==> config.mk <==
export PLATFORM = sky130hd
export DESIGN_NAME = fifo_stream_drain
export DESIGN_NICKNAME = d
export VERILOG_FILES = /design/src/rtl/fifo_pkg.sv /design/src/rtl/stream_skid2.sv /design/src/rtl/fifo_stream_drain.sv
export SDC_FILE = /design/constraint.sdc
export NUM_CORES = 1
export LEC_CHECK = 0
export ABC_AREA = 0
export BUFFER_PORTS_ARGS = -buffer_cell sky130_fd_sc_hd__buf_2
export CAP_MARGIN = 20
export CORE_UTILIZATION = 45
export CTS_BUF_LIST = sky130_fd_sc_hd__clkbuf_4 sky130_fd_sc_hd__clkbuf_8
export CTS_CLUSTER_DIAMETER = 100
export DETAILED_ROUTE_END_ITERATION = 10
export PLACE_DENSITY = 0.8
export SYNTH_ARGS = -nofsm -noshare
export SYNTH_HDL_FRONTEND = slang
export SYNTH_SLANG_ARGS = --single-unit
==> constraint.sdc <==
create_clock -name clk -period 1.7 [get_ports clk]
set_input_delay 0.17 -clock clk [delete_from_list [all_inputs] [get_ports clk]]
set_output_delay 0.17 -clock clk [all_outputs]
set_load 0.03 [all_outputs]
==> src/rtl/fifo_pkg.sv <==
// Shared types and defaults for the FIFO drain stage.
package fifo_pkg;

  localparam int unsigned DW_DEF    = 8;
  localparam int unsigned CNT_W_DEF = 16;

  typedef enum logic [1:0] {
    EMPTY = 2'd0,
    ONE   = 2'd1,
    TWO   = 2'd2
  } buf_state_e;

endpackage

==> src/rtl/stream_skid2.sv <==
// Two-entry output buffer (head + skid) with push/pop/flush; head is always the oldest byte.
module stream_skid2
  import fifo_pkg::*;
#(
  parameter int unsigned DW = DW_DEF
) (
  input  logic          clk,
  input  logic          rst,
  input  logic          flush,
  input  logic          push,
  input  logic [DW-1:0] push_data,
  input  logic          pop,
  output logic [1:0]    occ,
  output logic [DW-1:0] head,
  output logic          valid
);

  localparam logic [1:0] ST_EMPTY = EMPTY;
  localparam logic [1:0] ST_ONE   = ONE;
  localparam logic [1:0] ST_TWO   = TWO;

  logic [1:0]    state_q, state_d;
  logic [1:0]    occ_d;
  logic [DW-1:0] head_d;
  logic [DW-1:0] skid_q, skid_d;

  // State and data registers; occ/valid are registered alongside the next state.
  always_ff @(posedge clk) begin
    if (rst) begin
      state_q <= ST_EMPTY;
      occ     <= 2'd0;
      valid   <= 1'b0;
      head    <= '0;
      skid_q  <= '0;
    end else begin
      state_q <= state_d;
      occ     <= occ_d;
      valid   <= (state_d != ST_EMPTY);
      head    <= head_d;
      skid_q  <= skid_d;
    end
  end

  // Next-state logic; a push in TWO cannot happen because the issue rule prevents it.
  always_comb begin
    state_d = state_q;
    head_d  = head;
    skid_d  = skid_q;
    if (flush) begin
      state_d = ST_EMPTY;
    end else begin
      case (state_q)
        ST_EMPTY: begin
          if (push) begin
            state_d = ST_ONE;
            head_d  = push_data;
          end
        end
        ST_ONE: begin
          if (push && !pop) begin
            state_d = ST_TWO;
            skid_d  = push_data;
          end else if (pop && !push) begin
            state_d = ST_EMPTY;
          end else if (push && pop) begin
            head_d = push_data;
          end
        end
        ST_TWO: begin
          if (pop) begin
            state_d = ST_ONE;
            head_d  = skid_q;
          end
        end
        default: state_d = ST_EMPTY;
      endcase
    end
  end

  always_comb begin
    occ_d = 2'd0;
    case (state_d)
      ST_ONE:  occ_d = 2'd1;
      ST_TWO:  occ_d = 2'd2;
      default: occ_d = 2'd0;
    endcase
  end

endmodule

==> src/rtl/fifo_stream_drain.sv <==
// Pops the byte FIFO and presents bytes on a valid/ready stream, hiding the 1-cycle read latency.
module fifo_stream_drain
  import fifo_pkg::*;
#(
  parameter int unsigned DW    = DW_DEF,
  parameter int unsigned CNT_W = CNT_W_DEF
) (
  input  logic             clk,
  input  logic             rst,
  input  logic [DW-1:0]    fifo_dout,
  input  logic             fifo_empty,
  input  logic             fifo_wr_seen,
  output logic             fifo_rd,
  input  logic             flush,
  output logic [DW-1:0]    m_data,
  output logic             m_valid,
  input  logic             m_ready,
  output logic [CNT_W-1:0] byte_cnt
);

  logic       inflight_q;
  logic       pop;
  logic       push;
  logic       acc;
  logic [1:0] occ;
  logic [2:0] outstanding;

  assign pop         = m_valid && m_ready && !flush;
  assign outstanding = 3'(occ) + 3'(inflight_q) - 3'(pop);
  assign fifo_rd     = !rst && !flush && !fifo_empty && (outstanding < 3'd2);
  // A read in a cycle where the FIFO accepts a write is ignored by the FIFO.
  assign acc         = fifo_rd && !fifo_empty && !fifo_wr_seen;
  assign push        = inflight_q && !flush;

  always_ff @(posedge clk) begin
    if (rst) begin
      inflight_q <= 1'b0;
      byte_cnt   <= '0;
    end else begin
      inflight_q <= acc;
      byte_cnt   <= byte_cnt + CNT_W'(pop);
    end
  end

  stream_skid2 #(
    .DW(DW)
  ) u_skid (
    .clk       (clk),
    .rst       (rst),
    .flush     (flush),
    .push      (push),
    .push_data (fifo_dout),
    .pop       (pop),
    .occ       (occ),
    .head      (m_data),
    .valid     (m_valid)
  );

endmodule

# --- Yosys cells after proc, flatten, opt, wreduce, memory -nomap -nowiden ---
# Index checks and enable logic that the tools add are counted.
# W data, S select, Z words.
totals:
  ff_bits: 38
  latch_bits: 0
  ram_bits: 0
  mem_bits_ro: 0
  in_bits: 14
  output_inout_bits: 26
  elab_cells: 56
  mem_count: 0
op_classes:
  add_sub_neg: 3
  multipliers: 0
  n_div: 0
  n_lt_le_gt_ge: 1
  n_eq_ne: 9
  shift: 0
  n_mux: 13
  bitwise: 1
  n_reduce_logical: 22
ops:
  columns: ["operator", "count"]
  rows:
  - ["$mux W8", 5]
  - ["$pmux W8 S3", 1]
  - ["$add A16 B1 Y16", 1]
  - ["$logic_and A1 B1 Y1", 11]
  - ["$mux W2", 5]
  - ["$reduce_and A7 Y1", 1]
  - ["$logic_not A1 Y1", 6]
  - ["$ne A2 B2 Y1 const B", 3]
  - ["$pmux W2 S3", 1]
  - ["$eq A2 B1 Y1 const B", 2]
  - ["$eq A2 B2 Y1 const B", 2]
  - ["$ne A2 B1 Y1 const B", 2]
  - ["$pmux W2 S2", 1]
  - ["$add A2 B1 Y3", 1]
  - ["$lt A3 B2 Y1 const B", 1]
  - ["$reduce_and A3 Y1", 1]
  - ["$reduce_bool A3 Y1", 1]
  - ["$sub A3 B1 Y3", 1]
  - ["$logic_not A2 Y1", 1]
  - ["$reduce_bool A2 Y1", 1]
  - ["$not A1 Y1", 1]

# --- Longest topological paths before layout ---
logic_depth:
  depth_word: 10
  ltp_mapped: 8
  mapped_depth_nobuf: 8

# --- Modules after synthesis ---
# Synthesis repeated with hierarchy kept, for this count alone.
hier_totals:
  hier_cells: 186
  hier_area_um2: 1762.9
modules_own_cells:
  columns: ["mod", "n_inst", "cells_per_inst", "area_per_inst_um2", "seq_area_each_um2"]
  rows:
  - ["stream_skid2", 1, 94, 928.4, 420.4]
  - ["fifo_stream_drain", 1, 92, 834.6, 340.3]

# --- Least setup slack after synthesis ---
# No wires, ideal clock.
synth_timing:
  kind: "reg2reg"
  startpoint: "register u_skid.valid"
  endpoint: "register inflight_q"
  setup_ns: 0.069
  arrival_ns: 2.963
  t_required_ns: 1.631
  slack_ns: -1.332
  stages_incl_launch_ff: 8
  n_path_buf: 0
  synth_period_minus_slack_ns: 3.032
  cell_sequence: "dfxtp_1 > nand2_2 > nor3_1 > o21ai_0 > fa_1 > xor2_1 > nor4b_1 > nor2b_1"
synth_via:
  elab_chain_len: 7
synth_rtl:
  columns: ["item", "line", "text"]
  rows:
  - ["from (decl)", "stream_skid2.sv:15", "output logic valid"]
  - ["from (signal assigned)", "stream_skid2.sv:38", "valid <= (state_d != ST_EMPTY);"]
  - ["$logic_and A1 B1 Y1 (2 in series)", "fifo_stream_drain.sv:28", "assign pop = m_valid && m_ready && !flush;"]
  - ["$sub A3 B1 Y3", "fifo_stream_drain.sv:29", "assign outstanding = 3'(occ) + 3'(inflight_q) - 3'(pop);"]
  - ["$lt A3 B2 Y1", "fifo_stream_drain.sv:30", "assign fifo_rd = !rst && !flush && !fifo_empty && (outstanding < 3'd2);"]
  - ["$logic_and A1 B1 Y1", "fifo_stream_drain.sv:30", null]
  - ["via fifo_rd", "fifo_stream_drain.sv:13", "output logic fifo_rd,"]
  - ["$logic_and A1 B1 Y1 (2 in series)", "fifo_stream_drain.sv:32", "assign acc = fifo_rd && !fifo_empty && !fifo_wr_seen;"]
  - ["to (signal assigned)", "fifo_stream_drain.sv:37", "inflight_q <= 1'b0;"]
  - ["to (signal assigned)", "fifo_stream_drain.sv:40", "inflight_q <= acc;"]
  - ["to (decl)", "fifo_stream_drain.sv:21", "logic inflight_q;"]
# The timed path passes the listed nets, and every way through them passes these cells.
# A chain may end at the register's enable or synchronous reset.

# --- Final worst setup path ---
layout_timing:
  startpoint: "register u_skid.valid"
  endpoint: "output fifo_rd"
layout_via:
  elab_chain_len: 5
layout_rtl:
  columns: ["item", "line"]
  rows:
  - ["$logic_and A1 B1 Y1 (2 in series)", "fifo_stream_drain.sv:28"]
  - ["$sub A3 B1 Y3", "fifo_stream_drain.sv:29"]
  - ["$lt A3 B2 Y1", "fifo_stream_drain.sv:30"]
  - ["$logic_and A1 B1 Y1", "fifo_stream_drain.sv:30"]
  - ["to (decl)", "fifo_stream_drain.sv:13"]
# No other way between the ends.

==> impl_metrics.yaml <==
status:
  outcome: "finished with violations"
  violations: "negative setup slack"
synth:
  synth_mux_area_share_pct: 9.26
  ys_types: 37
  ys_seq_elements: 38
  syn_nets: 187
  seq_area_frac_synth_pct: 44.0
  yosys.area_share.simple_pct: 23.2
  synth_top_family_by_area: "simple AND/OR/NAND/NOR gates"
  synth_compound_gate_area_share_pct: 10.9
  avgSynthCellArea_um2: 10.2
  yosys_warnings: 0
  netlist_area_um2: 1730
  synth_cells: 170
  synthAdderAreaFrac_pct: 2.60
  synth-xor-area-share_pct: 7.09
place:
  preCtsSetupSlack_ns: -0.212
  port_buffers: 39
  place_congestion: 0.841
  hpwlAfterDp_mm: 2.47
  post-place-cells: 264
clocking:
  clk_path_buf_depth: 2
  cts_inserted_buffers: 5
  cts_tree: "built"
  cts.sinks: 38
  cts_hold_buf: 0
  clk_latency_ns: 0.29
  clkTransAtPathRegs_ns: 0.07
  cts-root-buf: "clkbuf_8"
  htree_levels: 2
power_and_ir_drop:
  power_frac_comb_pct: 5.5
  pwr_density_cell_nw_per_um2: 778
  p_int_uw: 1360
  p_leak_uw: 0.00105
  irDropWorstVdd_v: 0.000420
  power_switching_uw: 381
  p_clk_share_pct: 43.0
  seqPwrFrac_pct: 51.5
  power_uw: 1750
  swShare_pct: 21.9
floorplan:
  die_w_um: 64.0
  io_pins: 40
  die_area_um2: 4090
  die_y_um: 64.0
  core-area_um2: 3660
  start_util_pct: 47.2
  rows: 22
worst_setup_path:
  cpMaxStageDelayCell: "fa_2"
  critical_path_class: "reg -> out"
  cp.arrival_ns: 1.97
  critPathCaptureType: "primary output"
  cp_cell_sequence: "nand2_4, nor2_2, nor2b_1, o21ai_1, fa_2, xor2_2, nor4b_4, buf_4"
  slowest_delay_ns: 0.36
  r2r-start: "u_skid.valid"
  startpoint_type: "flip-flop"
  critPathRequiredTime_ns: 1.53
  worstPathMaxFanout: 3
  setup.worst_path.start: "u_skid.valid"
min_path:
  hp-class: "in -> reg"
  hold_start: "fifo_wr_seen"
sta:
  slew_headroom_pct: 59.0
  clock_skew_ns: 0.00981
  setup_ws_ns: -0.444
  drv_slew: 0
  rsz0062_at_grt: "yes"
  finalSetupTns_ns: -0.454
  fin_crit_ns: 2.14
  period_share_pct: 126
  worstMarginPinSlew_ns: 0.612
  finalSetupViolCount: 2
  fmax_mhz: 466
  final-hold-violation-count: 0
final_layout:
  final_cells: 273
  ff_latch_area_um2: 764
  drive_gt1_share_pct: 40.0
  num_antenna_cells: 0
  fillers: 310
  fin_nets: 241
  multi_input_area_um2: 992
  final_core_util_pct: 61.3
  area_growth_pct: 29.7
detailed_routing:
  routed_wl_mm: 3.54
  drc: 0
  vias: 1393
  viasPerCell: 5.10
  drt-pass1-iter-count: 4
  ant_nets: 0
  drtIter0Drc: 63
  wl_per_cell_um: 13.0
grt:
  gr-total-overflow: 0
  grt_max_degree: 33
  grt_pass1_wl_mm: 6.07
  grt_pass1_vias: 1374
  track_usage_pct: 19.0
  antenna_found_initial: 0
flow_run:
  cap_violations: 0
## critical path: cells and delay by family, from the launching register on
| kind | cells | cell delay (ns) |
|---|---|---|
| AOI/OAI and AO/OA | 1 | 0.10 |
| xor gates and xnor gates | 1 | 0.17 |
| adders and majority gates | 1 | 0.36 |
| buffers and inverters | 1 | 0.20 |
| DFF | 1 | 0.35 |
| and+or+nand+nor | 4 | 0.50 |
## power groups by stage
stage	Combinational (µW)	Sequential (µW)	Clock, µW
after floorplan	45.3	929	0
after global placement	93.1	919	0
after detailed placement	95.4	919	0
after CTS	97.1	898	760
after global routing	105	899	798
final	96.6	898	750
## flip-flops by register name (all words and copies together), names as in the netlist
name            cells
u_skid.valid        1
u_skid.head         8
byte_cnt           16
u_skid.state_q      2
u_skid.skid_q       8
inflight_q          1
u_skid.occ          2
## area by class of cell
type	instances	area share, %
well taps	48	2.68
clock buffers	5	3.07
repair buffers	55	14.2
flip-flops and latches	38	34.1
clock inverters	3	1.78
multi-input cells	124	44.2
## path summary, 6_finish.rpt
path                            to  slack [ns]  cells past startpoint
setup / recovery           fifo_rd       -0.44                      8
hold / removal          inflight_q        0.04                      2
setup reg to reg        inflight_q       -0.01                      8
hold reg to reg   u_skid.skid_q[5]        0.50                      2
## repair_timing
| action | in CTS | in global routing |
|---|---|---|
| gates resized for setup | 5 | 2 |
| pin swaps | 5 | 3 |
| setup endpoints to repair | 14 | 6 |
| cloned | 0 | 0 |
| setup buffers | 1 | 0 |
## logic make-up after synthesis
| kind of cell | after synthesis |
|---|---|
| simple gates | 71 |
| flops | 38 |
| buf+inv | 8 |
| mux | 16 |
| xor+xnor | 14 |
| compound gates | 20 |
| fa+ha+maj | 3 |
## cell usage after synthesis, drive strengths merged
| cell | instances | area [µm²] |
|---|---|---|
| xor2 | 12 | 105 |
| fa | 1 | 20.0 |
| a21oi | 6 | 30.0 |
| nor4b | 1 | 8.76 |
| nor2b | 4 | 25.0 |
| buf | 5 | 36.3 |
| xnor2 | 2 | 17.5 |
| o21ai | 2 | 10.0 |
| dlygate4sd1 | 1 | 8.76 |
| dfxtp | 38 | 761 |
| mux2i | 16 | 160 |
| or2 | 2 | 12.5 |
| ha | 2 | 25.0 |
| and3 | 5 | 31.3 |
| o21a | 1 | 7.51 |
| nand3b | 1 | 7.51 |
| nand2b | 4 | 40.0 |
| clkbuf | 2 | 7.51 |
| nor3b | 1 | 7.51 |
| and4 | 3 | 26.3 |
| nor2 | 23 | 86.3 |
| and2 | 1 | 6.26 |
| nor3 | 10 | 55.1 |
| nand3 | 7 | 40.0 |
| o21ba | 2 | 20.0 |
| nand4 | 6 | 37.5 |
| nand2 | 2 | 10.0 |
| or3 | 1 | 6.26 |
| a211oi | 9 | 120 |
## stage by stage
stage          instance area (µm²)  hold slack (ns)
2_1_floorplan                 1770            0.242
3_3_place_gp                  2090            0.335
3_5_place_dp                  2090            0.338
4_1_cts                       2230           0.0301
5_1_grt                       2240           0.0333
6_report                      2240           0.0380
## cell usage in the layout (no fill, tap or decap), types with 2 or more instances in the layout
cell,n
nand2b_4,2
nor3_1,8
ha_4,2
buf_4,17
clkbuf_8,5
mux2i_1,16
and3_1,5
a21oi_1,6
nand2b_1,2
a211oi_2,8
clkinv_2,2
o21ba_2,2
nand4_1,6
xor2_1,11
buf_2,38
nor2_1,22
and4_1,2
nor2b_1,3
dfxtp_1,37
xnor2_1,2
nand3_1,6
## layer usage
metal / vias to the layer above / global-route usage (%) / wire length [µm]
li1: 707 / - / -
met1: 644 / 22.6 / 1610
met2: 37 / 32.3 / 1740
met3: 5 / 5.54 / 143
met4: 0 / 6.82 / 46
met5: - / 0 / 0
Power figures use the tool's default switching activity.
